`src/rtl/hd44780_pkg.sv`:
```
// Shared definitions for the HD44780 write engine: FSM state encoding, the
// command codes that need the long execution wait, and the predicate that
// recognises them.
package hd44780_pkg;

  typedef enum logic [2:0] {
    StIdle,
    StSetup,
    StEHigh,
    StHold,
    StExec
  } state_e;

  localparam logic [7:0] CMD_CLEAR = 8'h01;
  localparam logic [7:0] CMD_HOME  = 8'h02;

  // Clear (0x01) and return-home (0x02/0x03, bit 0 is don't-care) are the only
  // instructions whose execution time is ~1.64 ms instead of ~40 us.
  function automatic logic is_long_cmd(input logic dc, input logic [7:0] data);
    return !dc && ((data == CMD_CLEAR) || (data[7:1] == CMD_HOME[7:1]));
  endfunction

endpackage

```
`src/rtl/sync_fifo.sv`:
```
// Small synchronous FIFO with registered level and full flag.
// Ports:
//   clk, reset   - clock, asynchronous active-low reset (flushes contents)
//   push, wdata  - write request and data; ignored while full
//   pop, rdata   - read request; rdata shows the head combinationally
//   full, empty  - status derived from the registered level
//   level        - number of entries held
// Push and pop in the same cycle both take effect.
module sync_fifo #(
  parameter int unsigned DATA_WIDTH = 9,
  parameter int unsigned FIFO_BITS  = 2
) (
  input  logic                  clk,
  input  logic                  reset,
  input  logic                  push,
  input  logic [DATA_WIDTH-1:0] wdata,
  input  logic                  pop,
  output logic [DATA_WIDTH-1:0] rdata,
  output logic                  full,
  output logic                  empty,
  output logic [FIFO_BITS:0]    level
);

  localparam int unsigned Depth = 2 ** FIFO_BITS;
  localparam logic [FIFO_BITS:0] DepthLvl = (FIFO_BITS + 1)'(Depth);

  logic [DATA_WIDTH-1:0] mem_q [Depth];
  logic [FIFO_BITS-1:0]  wr_ptr_q, rd_ptr_q;
  logic [FIFO_BITS:0]    level_q, level_d;
  logic                  full_q;
  logic                  do_push, do_pop;

  assign do_push = push && !full_q;
  assign do_pop  = pop && (level_q != '0);

  always_comb begin
    level_d = level_q;
    if (do_push && !do_pop) begin
      level_d = level_q + 1'b1;
    end else if (do_pop && !do_push) begin
      level_d = level_q - 1'b1;
    end
  end

  always_ff @(posedge clk or negedge reset) begin
    if (!reset) begin
      wr_ptr_q <= '0;
      rd_ptr_q <= '0;
      level_q  <= '0;
      full_q   <= 1'b0;
    end else begin
      if (do_push) wr_ptr_q <= wr_ptr_q + 1'b1;
      if (do_pop)  rd_ptr_q <= rd_ptr_q + 1'b1;
      level_q <= level_d;
      full_q  <= (level_d == DepthLvl);
    end
  end

  // Storage needs no reset: the pointers define what is valid.
  always_ff @(posedge clk) begin
    if (do_push) mem_q[wr_ptr_q] <= wdata;
  end

  assign rdata = mem_q[rd_ptr_q];
  assign full  = full_q;
  assign empty = (level_q == '0);
  assign level = level_q;

endmodule

```
`src/rtl/hd44780_writer.sv`:
```
// HD44780 write engine. Bytes pushed by the CPU are queued, then each is put
// on the LCD bus, strobed with E after a setup time, held, and followed by the
// instruction's execution wait before the next byte is started.
// Ports:
//   clk, reset                 - clock, asynchronous active-low reset
//   wr_valid, wr_dc, wr_data   - push request, RS value (0 cmd / 1 data), byte
//   wr_ready                   - FIFO not full
//   fifo_level                 - entries queued
//   busy                       - FIFO non-empty or engine active
//   hd_dc, hd_e, hd_data       - registered LCD RS, E and DB7..0
module hd44780_writer
  import hd44780_pkg::*;
#(
  parameter int unsigned SETUP_CYCLES     = 2,
  parameter int unsigned E_HIGH_CYCLES    = 13,
  parameter int unsigned HOLD_CYCLES      = 1,
  parameter int unsigned EXEC_CYCLES      = 1080,
  parameter int unsigned LONG_EXEC_CYCLES = 44280,
  parameter int unsigned COUNTER_WIDTH    = 16,
  parameter int unsigned FIFO_BITS        = 2
) (
  input  logic                 clk,
  input  logic                 reset,
  input  logic                 wr_valid,
  input  logic                 wr_dc,
  input  logic [7:0]           wr_data,
  output logic                 wr_ready,
  output logic [FIFO_BITS:0]   fifo_level,
  output logic                 busy,
  output logic                 hd_dc,
  output logic                 hd_e,
  output logic [7:0]           hd_data
);

  localparam longint unsigned CntMax = (64'd1 << COUNTER_WIDTH) - 64'd1;

  // Every phase lasts at least one cycle and its length must fit the counter.
  if (COUNTER_WIDTH < 1 || COUNTER_WIDTH > 32 || FIFO_BITS < 1 ||
      SETUP_CYCLES < 1 || E_HIGH_CYCLES < 1 || HOLD_CYCLES < 1 ||
      EXEC_CYCLES < 1 || LONG_EXEC_CYCLES < 1 ||
      longint'(SETUP_CYCLES) > CntMax || longint'(E_HIGH_CYCLES) > CntMax ||
      longint'(HOLD_CYCLES) > CntMax || longint'(EXEC_CYCLES) > CntMax ||
      longint'(LONG_EXEC_CYCLES) > CntMax) begin : g_bad_params
    $error("hd44780_writer: timing parameter out of range");
  end

  localparam logic [COUNTER_WIDTH-1:0] SetupLoad = COUNTER_WIDTH'(SETUP_CYCLES - 1);
  localparam logic [COUNTER_WIDTH-1:0] EHighLoad = COUNTER_WIDTH'(E_HIGH_CYCLES - 1);
  localparam logic [COUNTER_WIDTH-1:0] HoldLoad  = COUNTER_WIDTH'(HOLD_CYCLES - 1);
  localparam logic [COUNTER_WIDTH-1:0] ExecLoad  = COUNTER_WIDTH'(EXEC_CYCLES - 1);
  localparam logic [COUNTER_WIDTH-1:0] LongLoad  = COUNTER_WIDTH'(LONG_EXEC_CYCLES - 1);

  state_e                   state_q, state_d;
  logic [COUNTER_WIDTH-1:0] cnt_q, cnt_d;
  logic                     dc_q, dc_d;
  logic [7:0]               data_q, data_d;
  logic                     e_q, e_d;
  logic                     long_q, long_d;
  logic                     pop, start, cnt_zero;
  logic                     fifo_full, fifo_empty;
  logic [8:0]               head;

  sync_fifo #(
    .DATA_WIDTH (9),
    .FIFO_BITS  (FIFO_BITS)
  ) u_fifo (
    .clk   (clk),
    .reset (reset),
    .push  (wr_valid),
    .wdata ({wr_dc, wr_data}),
    .pop   (pop),
    .rdata (head),
    .full  (fifo_full),
    .empty (fifo_empty),
    .level (fifo_level)
  );

  assign cnt_zero = (cnt_q == '0);

  always_comb begin
    state_d = state_q;
    cnt_d   = cnt_q;
    dc_d    = dc_q;
    data_d  = data_q;
    e_d     = e_q;
    long_d  = long_q;
    start   = 1'b0;

    unique case (state_q)
      StIdle: begin
        start = !fifo_empty;
      end
      StSetup: begin
        if (cnt_zero) begin
          state_d = StEHigh;
          e_d     = 1'b1;
          cnt_d   = EHighLoad;
        end else begin
          cnt_d = cnt_q - 1'b1;
        end
      end
      StEHigh: begin
        if (cnt_zero) begin
          state_d = StHold;
          e_d     = 1'b0;
          cnt_d   = HoldLoad;
        end else begin
          cnt_d = cnt_q - 1'b1;
        end
      end
      StHold: begin
        if (cnt_zero) begin
          state_d = StExec;
          cnt_d   = long_q ? LongLoad : ExecLoad;
        end else begin
          cnt_d = cnt_q - 1'b1;
        end
      end
      StExec: begin
        if (cnt_zero) begin
          // Chain straight into the next byte when one is waiting.
          start   = !fifo_empty;
          state_d = StIdle;
        end else begin
          cnt_d = cnt_q - 1'b1;
        end
      end
      default: begin
        state_d = StIdle;
        e_d     = 1'b0;
      end
    endcase

    if (start) begin
      state_d = StSetup;
      dc_d    = head[8];
      data_d  = head[7:0];
      long_d  = is_long_cmd(head[8], head[7:0]);
      cnt_d   = SetupLoad;
    end
  end

  assign pop = start;

  always_ff @(posedge clk or negedge reset) begin
    if (!reset) begin
      state_q <= StIdle;
      cnt_q   <= '0;
      dc_q    <= 1'b0;
      data_q  <= 8'h00;
      e_q     <= 1'b0;
      long_q  <= 1'b0;
    end else begin
      state_q <= state_d;
      cnt_q   <= cnt_d;
      dc_q    <= dc_d;
      data_q  <= data_d;
      e_q     <= e_d;
      long_q  <= long_d;
    end
  end

  assign wr_ready = !fifo_full;
  assign busy     = !fifo_empty || (state_q != StIdle);
  assign hd_dc    = dc_q;
  assign hd_e     = e_q;
  assign hd_data  = data_q;

endmodule

```
`config.mk`:
```
export PLATFORM = sky130hd
export DESIGN_NAME = hd44780_writer
export DESIGN_NICKNAME = d
export VERILOG_FILES = /design/src/rtl/hd44780_pkg.sv /design/src/rtl/sync_fifo.sv /design/src/rtl/hd44780_writer.sv
export SDC_FILE = /design/constraint.sdc
export NUM_CORES = 1
export LEC_CHECK = 0
export CAP_MARGIN = 20
export CORE_ASPECT_RATIO = 2
export CORE_UTILIZATION = 40
export CTS_BUF_LIST = sky130_fd_sc_hd__clkbuf_8
export DETAILED_ROUTE_END_ITERATION = 7
export HOLD_SLACK_MARGIN = 0.08
export MAX_ROUTING_LAYER = met4
export PLACE_DENSITY_LB_ADDON = 0.3
export RECOVER_POWER = 50
export SYNTH_ARGS = -nofsm -noshare
export SYNTH_HDL_FRONTEND = slang
export SYNTH_SLANG_ARGS = --single-unit
export TNS_END_PERCENT = 20
```
`constraint.sdc`:
```
create_clock -name clk -period 2.6 [get_ports clk]
set_clock_uncertainty 0.2 [all_clocks]
set_input_delay 0.52 -clock clk [delete_from_list [all_inputs] [get_ports clk]]
set_output_delay 0.52 -clock clk [all_outputs]
set_load 0.05 [all_outputs]
```
# Yosys cells after proc, flatten, opt, wreduce, memory -nomap -nowiden
# Memory sizes are Yosys's and may differ from the RTL's.
# Index checks and enable logic that the tools add are counted.
totals:
  latch_bits: 0
  memories: 1
  ram_bits: 36
  out_inout_bits: 15
  reg_bits: 38
  mem_bits_ro: 0
memory_table:
  columns: ["name", "depth", "width", "rd", "rd_ports_with_merged_regs", "wr", "line", "rtl"]
  rows:
  - ["u_fifo.mem_q", 4, 9, 1, 0, 1, "sync_fifo.sv:27", "logic [DATA_WIDTH-1:0] mem_q [Depth];"]
op_classes:
  n_reduce_logical: 22
  n_shift: 0
  n_eq_ne: 15
  div: 0
  bitwise_logic: 1
  n_addsub: 5
  n_mul: 0
  n_lt_le_gt_ge: 0
  muxes: 22
ops:
  columns: ["op", "n"]
  rows:
  - ["16-bit two-way mux", 6]
  - ["16-bit case mux with 4 select lines", 1]
  - ["3-bit two-way mux", 7]
  - ["16-bit zero test", 1]
  - ["16-bit by 1-bit subtractor with 16-bit output (second input constant)", 1]
  - ["3-bit by 2-bit != test with 1-bit output (second input constant)", 5]
  - ["3-bit case mux with 5 select lines", 1]
  - ["8-bit by 1-bit equality test with 1-bit output (second input constant)", 1]
  - ["7-bit by 1-bit equality test with 1-bit output (second input constant)", 1]
  - ["3-bit by 2-bit equality test with 1-bit output (second input constant)", 2]
  - ["3-bit equality test (second input constant)", 2]
  - ["3-bit zero test", 2]
  - ["3-bit nonzero test", 2]
  - ["1-bit logical AND", 5]
  - ["1-bit zero test", 5]
  - ["1-bit two-way mux", 5]
  - ["5-bit AND reduction", 1]
  - ["5-bit nonzero test", 1]
  - ["2-bit by 1-bit adder with 2-bit output (second input constant)", 2]
  - ["2-bit != test (second input constant)", 2]
  - ["3-bit by 1-bit adder with 3-bit output (second input constant)", 1]
  - ["3-bit by 1-bit equality test with 1-bit output (second input constant)", 1]
  - ["1-bit case mux with 3 select lines", 1]
  - ["3-bit AND reduction", 1]
  - ["other kinds (7)", 8]

# Longest topological paths before layout
# Gate-level depths: netlist of run 1.
logic_depth:
  ltp_word: 9
  depth_mapped: 8
  depth_no_buf: 8

# Cells and area by module
# Synthesis of run 1 repeated with hierarchy kept, for this count alone.
unflattened:
  cells_unflattened: 318
  area_unflattened_um2: 3723.6
modules_own_cells:
  columns: ["mod", "cells_each", "n_inst", "area_each_um2"]
  rows:
  - ["hd44780_writer", 215, 1, 1888.1]
  - ["sync_fifo", 103, 1, 1835.5]

# Least setup slack after synthesis of run 1
# No wires, ideal clock.
synth_timing:
  path_type: "reg2reg"
  from: "register u_fifo.level_q[0], in the netlist u_fifo.level[0]"
  to: "register u_fifo.full_q, in the netlist u_fifo.full"
  required_ns: 2.334
  period_less_slack_ns: 2.508
  setup_slack_ns: 0.092
  path_buffers: 0
  t_arrival_ns: 2.242
  path_stages_with_launch: 9
  cell_sequence: "dfrtp_1 -> inv_1 -> ha_1 -> nor2b_1 -> nand2b_1 -> a32o_1 -> a221oi_1 -> xnor2_1 -> o31a_1"
synth_via:
  elab_chain_cells: 9
synth_lines:
  columns: ["element", "line", "rtl"]
  rows:
  - ["start: declaration", "sync_fifo.sv:29", "logic [FIFO_BITS:0] level_q, level_d;"]
  - ["start signal: assignment", "sync_fifo.sv:54", "level_q <= level_d;"]
  - ["3-bit zero test", "sync_fifo.sv:66", "assign empty = (level_q == '0);"]
  - ["1-bit zero test", "hd44780_writer.sv:91, hd44780_writer.sv:122", null]
  - ["1-bit two-way mux", "hd44780_writer.sv:120", "if (cnt_zero) begin"]
  - ["1-bit case mux with 2 select lines", "hd44780_writer.sv:89", "unique case (state_q)"]
  - ["1-bit logical AND", "sync_fifo.sv:34", "assign do_pop = pop && (level_q != '0);"]
  - ["1-bit logical AND or 1-bit zero test (tied branches)", "sync_fifo.sv:40, sync_fifo.sv:38", null]
  - ["3-bit two-way mux or 1-bit logical AND (tied branches)", "sync_fifo.sv:40, sync_fifo.sv:38", null]
  - ["3-bit two-way mux (*)", "sync_fifo.sv:38", "if (do_push && !do_pop) begin"]
  - ["via u_fifo.level_d[2]", "sync_fifo.sv:29", null]
  - ["3-bit equality test (*)", "sync_fifo.sv:55", "full_q <= (level_d == DepthLvl);"]
  - ["end signal: assignment", "sync_fifo.sv:55", null]
  - ["end: declaration", "sync_fifo.sv:30", "logic full_q;"]
# Mark *: on every way through the listed nets, which the timed path passes. The rest lies on a longest branch.
# A chain may end at the register's enable or synchronous reset.

# Worst setup path after layout of run 1
layout_timing:
  from: "register state_q[1]"
  to: "output busy"
layout_via:
  elab_chain_cells: 2
layout_lines:
  columns: ["element", "line", "rtl"]
  rows:
  - ["start: declaration", "hd44780_writer.sv:53", "state_e state_q, state_d;"]
  - ["start signal: assignment", "hd44780_writer.sv:147", "state_q <= StIdle;"]
  - ["start signal: assignment", "hd44780_writer.sv:154", "state_q <= state_d;"]
  - ["3-bit nonzero test", "hd44780_writer.sv:164", "assign busy = !fifo_empty || (state_q != StIdle);"]
  - ["1-bit logical OR", "hd44780_writer.sv:164", null]
  - ["end: declaration", "hd44780_writer.sv:29", "output logic busy,"]
# No other way between the ends.

==> impl_metrics.csv, run 1 <==
group,metric,value,unit
cells_and_area,antenna_cells,0,
grt,grt_pass1_wl,11.92,mm
placement,portBuffers,26,
cells_and_area,layout_common_cells,"dfrtp_1 (38), edfxtp_1 (36), nand2_1 (28)",
sta,fin_crit_sh,0.9310,
placement,hpwl,5.582,mm
grt,antenna_found_initial,0,
setup_path,required,1880,ps
sta,relSlewSlack,0.3545,
power_and_ir_drop,leakagePower,1.645,nW
run,cap_violations,0,
run_status,outcome,"complete, no violations",
power_and_ir_drop,peakVddDrop,576.4,uV
grt,grt_pass1_vias,2490,
logic_synthesis,synth.area.top_cells,"edfxtp_1 (30%), dfrtp_1 (27%), mux4_2 (5.7%), nand2_1 (3.0%), mux2_2 (2.9%)",
logic_synthesis,ys_seq_area_frac,0.5730,
floorplan,core.rowCount,48,
logic_synthesis,synth_top_area_share,0.3049,
logic_synthesis,syn-num-nets,308,
logic_synthesis,synth_cells,288,
sta,final_hold_viol_count,0,
power_and_ir_drop,power_per_cell_area,700.9,nW/um2
power_and_ir_drop,clkPwrFrac,0.302,
setup_path,worstPathMaxFanout,11,
logic_synthesis,synth-seq-cells,74,
clock_tree,clkTransAtPathRegs,80,ps
setup_path,worstSetupPathType,"flop to primary output",
drt,ant_nets,0,
sta,timing.fmax,413.1,MHz
placement,gp_congestion,0.9121,
clock_tree,postCtsSetupBuffers,0,
logic_synthesis,synth_top_flop_cell,"dfrtp_1",
sta,rsz0062_at_grt,"false",
drt,post_drt_wl_per_cell,17.09,um
drt,vias,2462,
power_and_ir_drop,sequentialPowerShare,0.487,
cells_and_area,area_growth,20.40,%
grt,grt_util_all_layers,0.1881,
floorplan,die_h,135.2,um
setup_path,end_kind,"primary output",
drt,drt-initial-drc-count,121,
cells_and_area,final_common_cell,"dfrtp_1",
floorplan,dieArea,9268,um2
logic_synthesis,async_flop_share,0.5135,
drt,wl,7.502,mm
cells_and_area,nNetsFinal,354,
floorplan,start_util,0.4129,
power_and_ir_drop,pwr-share-comb,0.211,
floorplan,top_level_ports,27,
drt,detail_route.first_pass.iterations,4,
sta,worst_slew_pin_slew,968.2,ps
sta,report.final.slew_viol_count,0,
floorplan,die-width,68.58,um
clock_tree,root_buffer,"clkbuf_8",
clock_tree,cts_num_sinks,74,
placement,place_area,4046,um2
clock_tree,numCtsBuffers,9,
logic_synthesis,yosys_warnings,0,
clock_tree,cts_tree,"yes",
cells_and_area,final_util,0.4971,
logic_synthesis,syn_area_per_cell,12.31,um2
logic_synthesis,synth_cell_types,57,
drt,viasPerCell,5.608,
logic_synthesis,synth_edf_count,36,
grt,grt_max_degree,39,
logic_synthesis,yosysTopAreaCell,"edfxtp_1",
floorplan,coreArea,8588,um2
clock_tree,cts_max_path_buffers,2,
clock_tree,htreeDepth,3,
sta,min_period,2420,ps
power_and_ir_drop,sw_frac_of_total,0.3008,
sta,finalSetupViolCount,0,
setup_path,arrival,1700,ps
power_and_ir_drop,internal_power,0.002092,W
power_and_ir_drop,switching_power,0.0009000,W
setup_path,cp-start-kind,"flop",
clock_tree,clock_latency,350,ps
drt,drc,0,
sta,setup_tns,0,ps
min_path,min_path_type,"flop to flop",
grt,overflow,0,
logic_synthesis,synth_area,3546,um2
cells_and_area,final_cell_area,4269,um2
cells_and_area,layout-drive-gt1-share,0.2124,
## worst max-delay path, cell delays in order (launching register included)
cell     delay (ps)
dfrtp_1         520
or2_2           430
nor2_1          110
nand2_1         110
buf_12          180
## Yosys cell counts, types with 2 or more instances
library cell,number
o22ai_1,2
a21oi_1,13
and2_1,7
xnor2_1,9
nor2_1,20
a22o_1,2
nor2b_1,3
o21ai_0,19
a21boi_0,2
a221oi_1,2
a31oi_1,2
o31ai_1,3
mux4_2,9
buf_2,3
o211ai_1,4
nand2b_1,3
a2bb2oi_1,2
nor3_1,6
inv_1,8
clkbuf_1,7
nand2_1,28
mux2_2,9
nor4_1,2
buf_1,2
edfxtp_1,36
and3_1,2
ha_1,8
dfrtp_1,38
or2_2,3
o221ai_1,3
nand3_1,5
## logic make-up after synthesis
family / share of synthesized area
flip-flops: 0.5730
buffers and inverters: 0.02541
XOR/XNOR: 0.02470
multiplexers: 0.08857
AND/OR/NAND/NOR: 0.1369
adder cells (fa/ha/maj): 0.02823
AO/OA/AOI/OAI: 0.1232
## power by group through the flow
| stage | combinational, W | clock [W] | sequential (W) |
|---|---|---|---|
| 2_1_floorplan | 0.000311 | 0 | 0.00156 |
| 3_3_place_gp | 0.000628 | 0 | 0.00147 |
| 3_5_place_dp | 0.000644 | 0 | 0.00148 |
| 4_1_cts | 0.000647 | 0.000930 | 0.00146 |
| 5_1_grt | 0.000689 | 0.000969 | 0.00147 |
| 6_report | 0.000631 | 0.000904 | 0.00146 |
## area by class of cell
| type | instances | area (um2) |
|---|---|---|
| clock buffer | 9 | 123.9 |
| clock inverter | 7 | 76.32 |
| fill | 758 | 4319 |
| inverter | 8 | 30.03 |
| multi-input combinational | 193 | 1445 |
| sequential | 74 | 2032 |
| tap | 100 | 125.1 |
| timing repair buffer | 48 | 436.7 |
## state kept, by name, indices dropped and copies added, names as in the netlist
| name | cells |
|---|---|
| u_fifo.full | 1 |
| hd_dc | 1 |
| cnt_q | 16 |
| hd_e | 1 |
| u_fifo.level | 3 |
| u_fifo.rd_ptr_q | 2 |
| state_q | 3 |
| hd_data | 8 |
| long_q | 1 |
| u_fifo.mem_q | 36 |
| u_fifo.wr_ptr_q | 2 |
## worst paths after layout
path                                  from    endpoint  slack, ps  cells past startpoint
min in group asynchronous            reset    cnt_q[7]        720                      3
max in group asynchronous            reset        hd_e        870                      3
worst max-delay path            state_q[1]        busy        180                      4
worst min register to register      long_q      long_q        290                      2
worst min-delay path                long_q      long_q        290                      2
worst max register to register   cnt_q[12]  hd_data[2]        190                      6
## metrics by stage
| step | setup slack (ps) | power [W] | cells | hold WS (ps) |
|---|---|---|---|---|
| CTS | 62.58 | 0.003035 | 439 | 303.4 |
| finish | 179.5 | 0.002992 | 439 | 294.6 |
| floorplan | 91.94 | 0.001870 | 288 | 24.41 |
| detailed placement | 83.98 | 0.002127 | 422 | 284.7 |
| global route | 37.45 | 0.003130 | 439 | 357.3 |
| global placement | 109.4 | 0.002101 | 422 | 271.7 |
## per-layer routing
| metal | track usage | vias up | routed length, um |
|---|---|---|---|
| met3 | 0.03956 | 23 | 216 |
| met1 | 0.1775 | 1220 | 2667 |
| met4 | 0.1157 | 0 | 343 |
| met2 | 0.3284 | 59 | 4274 |
| li1 | - | 1160 | - |
| met5 | - | - | 0 |
## timing repair
action	CTS	global route
setup endpoints to repair	0	12
endpoints found under the hold margin	38	0
hold buffers	1	0
gates resized for setup	0	4
Power figures use the tool's default switching activity.
==> run 2: changes to the inputs <==
- ABC_AREA: unset -> 1
- CORE_ASPECT_RATIO: 2 -> 1.5
- CORE_UTILIZATION: 40 -> 32
==> run 2 against run 1 <==
Core utilization fell by 11 points. Highest routed layer unchanged. Area after synthesis rose by 2.2%. Clock power rose by 12%. Critical endpoint is now fifo_level[1].
==> impl_metrics.csv, run 2 <==
group,metric,value,unit
logic_synthesis,syn-num-nets,398,
setup_path,worstPathMaxFanout,4,
logic_synthesis,synthTopCellsByCount,"nand2_1 (100), inv_1 (39), dfrtp_1 (38)",
sta,rsz0062_at_grt,"false",
cells_and_area,final_util,0.3890,
setup_path,cp_cell_sequence,"clkdlybuf4s50_1",
drt,ant_nets,0,
clock_tree,cts_max_path_buffers,2,
clock_tree,numCtsBuffers,9,
logic_synthesis,yosys.area_share.simple,0.2190,
power_and_ir_drop,power_per_cell_area,718.2,nW/um2
drt,drc,0,
min_path,min_to,"hd_data[4]",
clock_tree,clock_latency,350,ps
grt,overflow,0,
clock_tree,htreeDepth,3,
setup_path,rr_startpoint,"cnt_q[0]",
sta,fin_crit_sh,0.8879,
min_path,min_from,"hd_data[4]",
floorplan,coreArea,11060,um2
placement,hpwl,5.495,mm
logic_synthesis,synth_top_family_by_area,"simple AND/OR/NAND/NOR gates",
logic_synthesis,yosysTopAreaCell,"edfxtp_1",
cells_and_area,layoutNonFillerInstCount,567,
logic_synthesis,synth_mux_area_frac,0,
clock_tree,cts_num_sinks,74,
logic_synthesis,synth-seq-cells,74,
cells_and_area,area_growth,18.72,%
setup_path,crit_slowest_cell,"clkdlybuf4s50_1",
setup_path,regToRegSetupSlack,390,ps
logic_synthesis,synthXorXnorAreaFrac,0.03627,
logic_synthesis,async_flop_share,0.5135,
setup_path,end_kind,"primary output",
logic_synthesis,synth_edf_count,36,
setup_path,cp-start-kind,"flop",
grt,grt_pass1_wl,12.34,mm
logic_synthesis,synth_compound_area_frac,0.09845,
grt,grt_max_degree,25,
setup_path,critical-path-top-delay-family,"buffers and inverters",
drt,drt-initial-drc-count,82,
logic_synthesis,synth.most_common_cell,"nand2_1",
setup_path,worstSetupPathType,"flop to primary output",
setup_path,cp_num_buf_inv,1,
clock_tree,postCtsSetupBuffers,0,
cells_and_area,nNetsFinal,435,
clock_tree,root_buffer,"clkbuf_8",
clock_tree,cts_tree,"yes",
sta,worst_slew_pin_slew,840.6,ps
grt,grt_util_all_layers,0.1455,
drt,detail_route.first_pass.iterations,4,
drt,wl,7.570,mm
power_and_ir_drop,leakagePower,1.810,nW
cells_and_area,layout-drive-gt1-share,0.1357,
floorplan,start_util,0.3276,
run,cap_violations,0,
logic_synthesis,synth_fa_ha_area_frac,0.02763,
cells_and_area,top_register,"u_fifo.mem_q",
logic_synthesis,synth_top_flop_cell,"dfrtp_1",
floorplan,top_level_ports,27,
floorplan,die-width,88.87,um
logic_synthesis,yosys_warnings,0,
min_path,min_path_type,"flop to flop",
floorplan,core.rowCount,47,
run_status,outcome,"complete, no violations",
clock_tree,clkTransAtPathRegs,80,ps
min_path,min_path_cells,2,
placement,portBuffers,26,
cells_and_area,final_common_cell,"nand2_1",
logic_synthesis,synth.area.top_cells,"edfxtp_1 (30%), dfrtp_1 (26%), nand2_1 (10%), inv_1 (4.0%), nor2_1 (3.5%)",
grt,grt_pass1_vias,2592,
logic_synthesis,ys_seq_area_frac,0.5610,
sta,min_period,2308,ps
sta,timing.fmax,433.2,MHz
clock_tree,cts-resized-gates,0,
logic_synthesis,synth_cells,378,
cells_and_area,antenna_cells,0,
drt,vias,2630,
cells_and_area,largest_register_ffs,36,
setup_path,worstRegToRegCells,9,
drt,viasPerCell,4.638,
power_and_ir_drop,p_total,0.003088,W
logic_synthesis,syn_area_per_cell,9.583,um2
clock_tree,ctsHoldBuffers,1,
placement,place_inst,550,
sta,final_hold_viol_count,0,
sta,report.final.slew_viol_count,0,
grt,antenna_found_initial,0,
sta,relSlewSlack,0.4396,
power_and_ir_drop,peakVddDrop,283.4,uV
logic_synthesis,synth_top_area_share,0.2984,
setup_path,r2r-end,"cnt_q[5]",
floorplan,dieArea,11760,um2
setup_path,critPathMaxStageDelay,830,ps
placement,gp_congestion,0.8464,
setup_path,arrival,1590,ps
logic_synthesis,synth_cell_types,37,
drt,post_drt_wl_per_cell,13.35,um
logic_synthesis,synth_area,3622,um2
sta,finalSetupViolCount,0,
sta,setup_tns,0,ps
floorplan,die_h,132.3,um
setup_path,required,1880,ps
cells_and_area,layout_common_cells,"nand2_1 (100), inv_1 (39), dfrtp_1 (38)",
cells_and_area,num-fill-cells,1164,
run 2: changes by cell type after synthesis, sizes merged, moves of 6 or more:
cell	delta
inv	+35
a21oi	+6
nor2	+21
xor2	+12
o21ai	+6
nand2	+78
mux4	-9
xnor2	-7
and2	-7
nand3	+10
mux2	-9
run 2: kinds of logic (layout without fill, tap and decap cells):
logic type | count (synthesis) | in the layout
AND/OR/NAND/NOR | 172 | 172
flip-flops | 74 | 74
AO/OA/AOI/OAI | 58 | 58
buffers and inverters | 51 | 93
XOR/XNOR | 15 | 15
adder cells (fa/ha/maj) | 8 | 8
run 2: report_power, final:
part	internal (W)	total, W	switching (W)
clock	0.000550	0.00101	0.000457
sequential	0.00140	0.00146	0.0000622
combinational	0.000210	0.000622	0.000412
run 2: how the worst max path moves through the flow:
stage                               start       endpoint  slack, ps  cells after the start
after global routing                reset     state_q[0]        120                      3
after floorplan           u_fifo.level[0]           busy        340                      5
final                     u_fifo.level[1]  fifo_level[1]        290                      1
after CTS                 u_fifo.level[1]  fifo_level[1]        270                      1
after global placement           wr_valid    u_fifo.full        420                     10
after detailed placement         wr_valid    u_fifo.full        390                     10
run 2: tightest hold or removal path, stage by stage, from the launching register on:
cell and delay, ps:
dfrtp_1 360, nand2_1 70, o21ai_2 50
run 2: cell type report:
| cell class | instances | area (um2) | share of cell area |
|---|---|---|---|
| clock buffers | 9 | 123.9 | 0.02880 |
| clock inverters | 7 | 101.3 | 0.02357 |
| inverters | 44 | 165.2 | 0.03841 |
| multi-input cells | 253 | 1381 | 0.3212 |
| flip-flops and latches | 74 | 2032 | 0.4725 |
| well taps | 147 | 183.9 | 0.04277 |
| repair buffers | 33 | 312.8 | 0.07274 |
run 2: per-stage QoR:
step / instance area [um2] / hold WS (ps) / worst slack [ps]
2_1_floorplan: 3622 / 24.41 / 340.3
3_3_place_gp: 4073 / 260.3 / 423.3
3_5_place_dp: 4073 / 254.0 / 394.5
4_1_cts: 4308 / 306.5 / 268.2
5_1_grt: 4300 / 330.2 / 122.2
6_report: 4300 / 303.1 / 291.6
run 2: routing by layer:
layer	up-vias	share of wire	GRT usage
li1	1307	-	-
met1	1258	0.41	0.1580
met2	49	0.54	0.2440
met3	16	0.031	0.03444
met4	0	0.027	0.06989
met5	-	0	-
==> run 3: changes to the inputs <==
- SETUP_SLACK_MARGIN: unset -> 0.1
==> results of run 3 <==
Same layout as run 2: the final DEF is identical, and so are final timing and power.
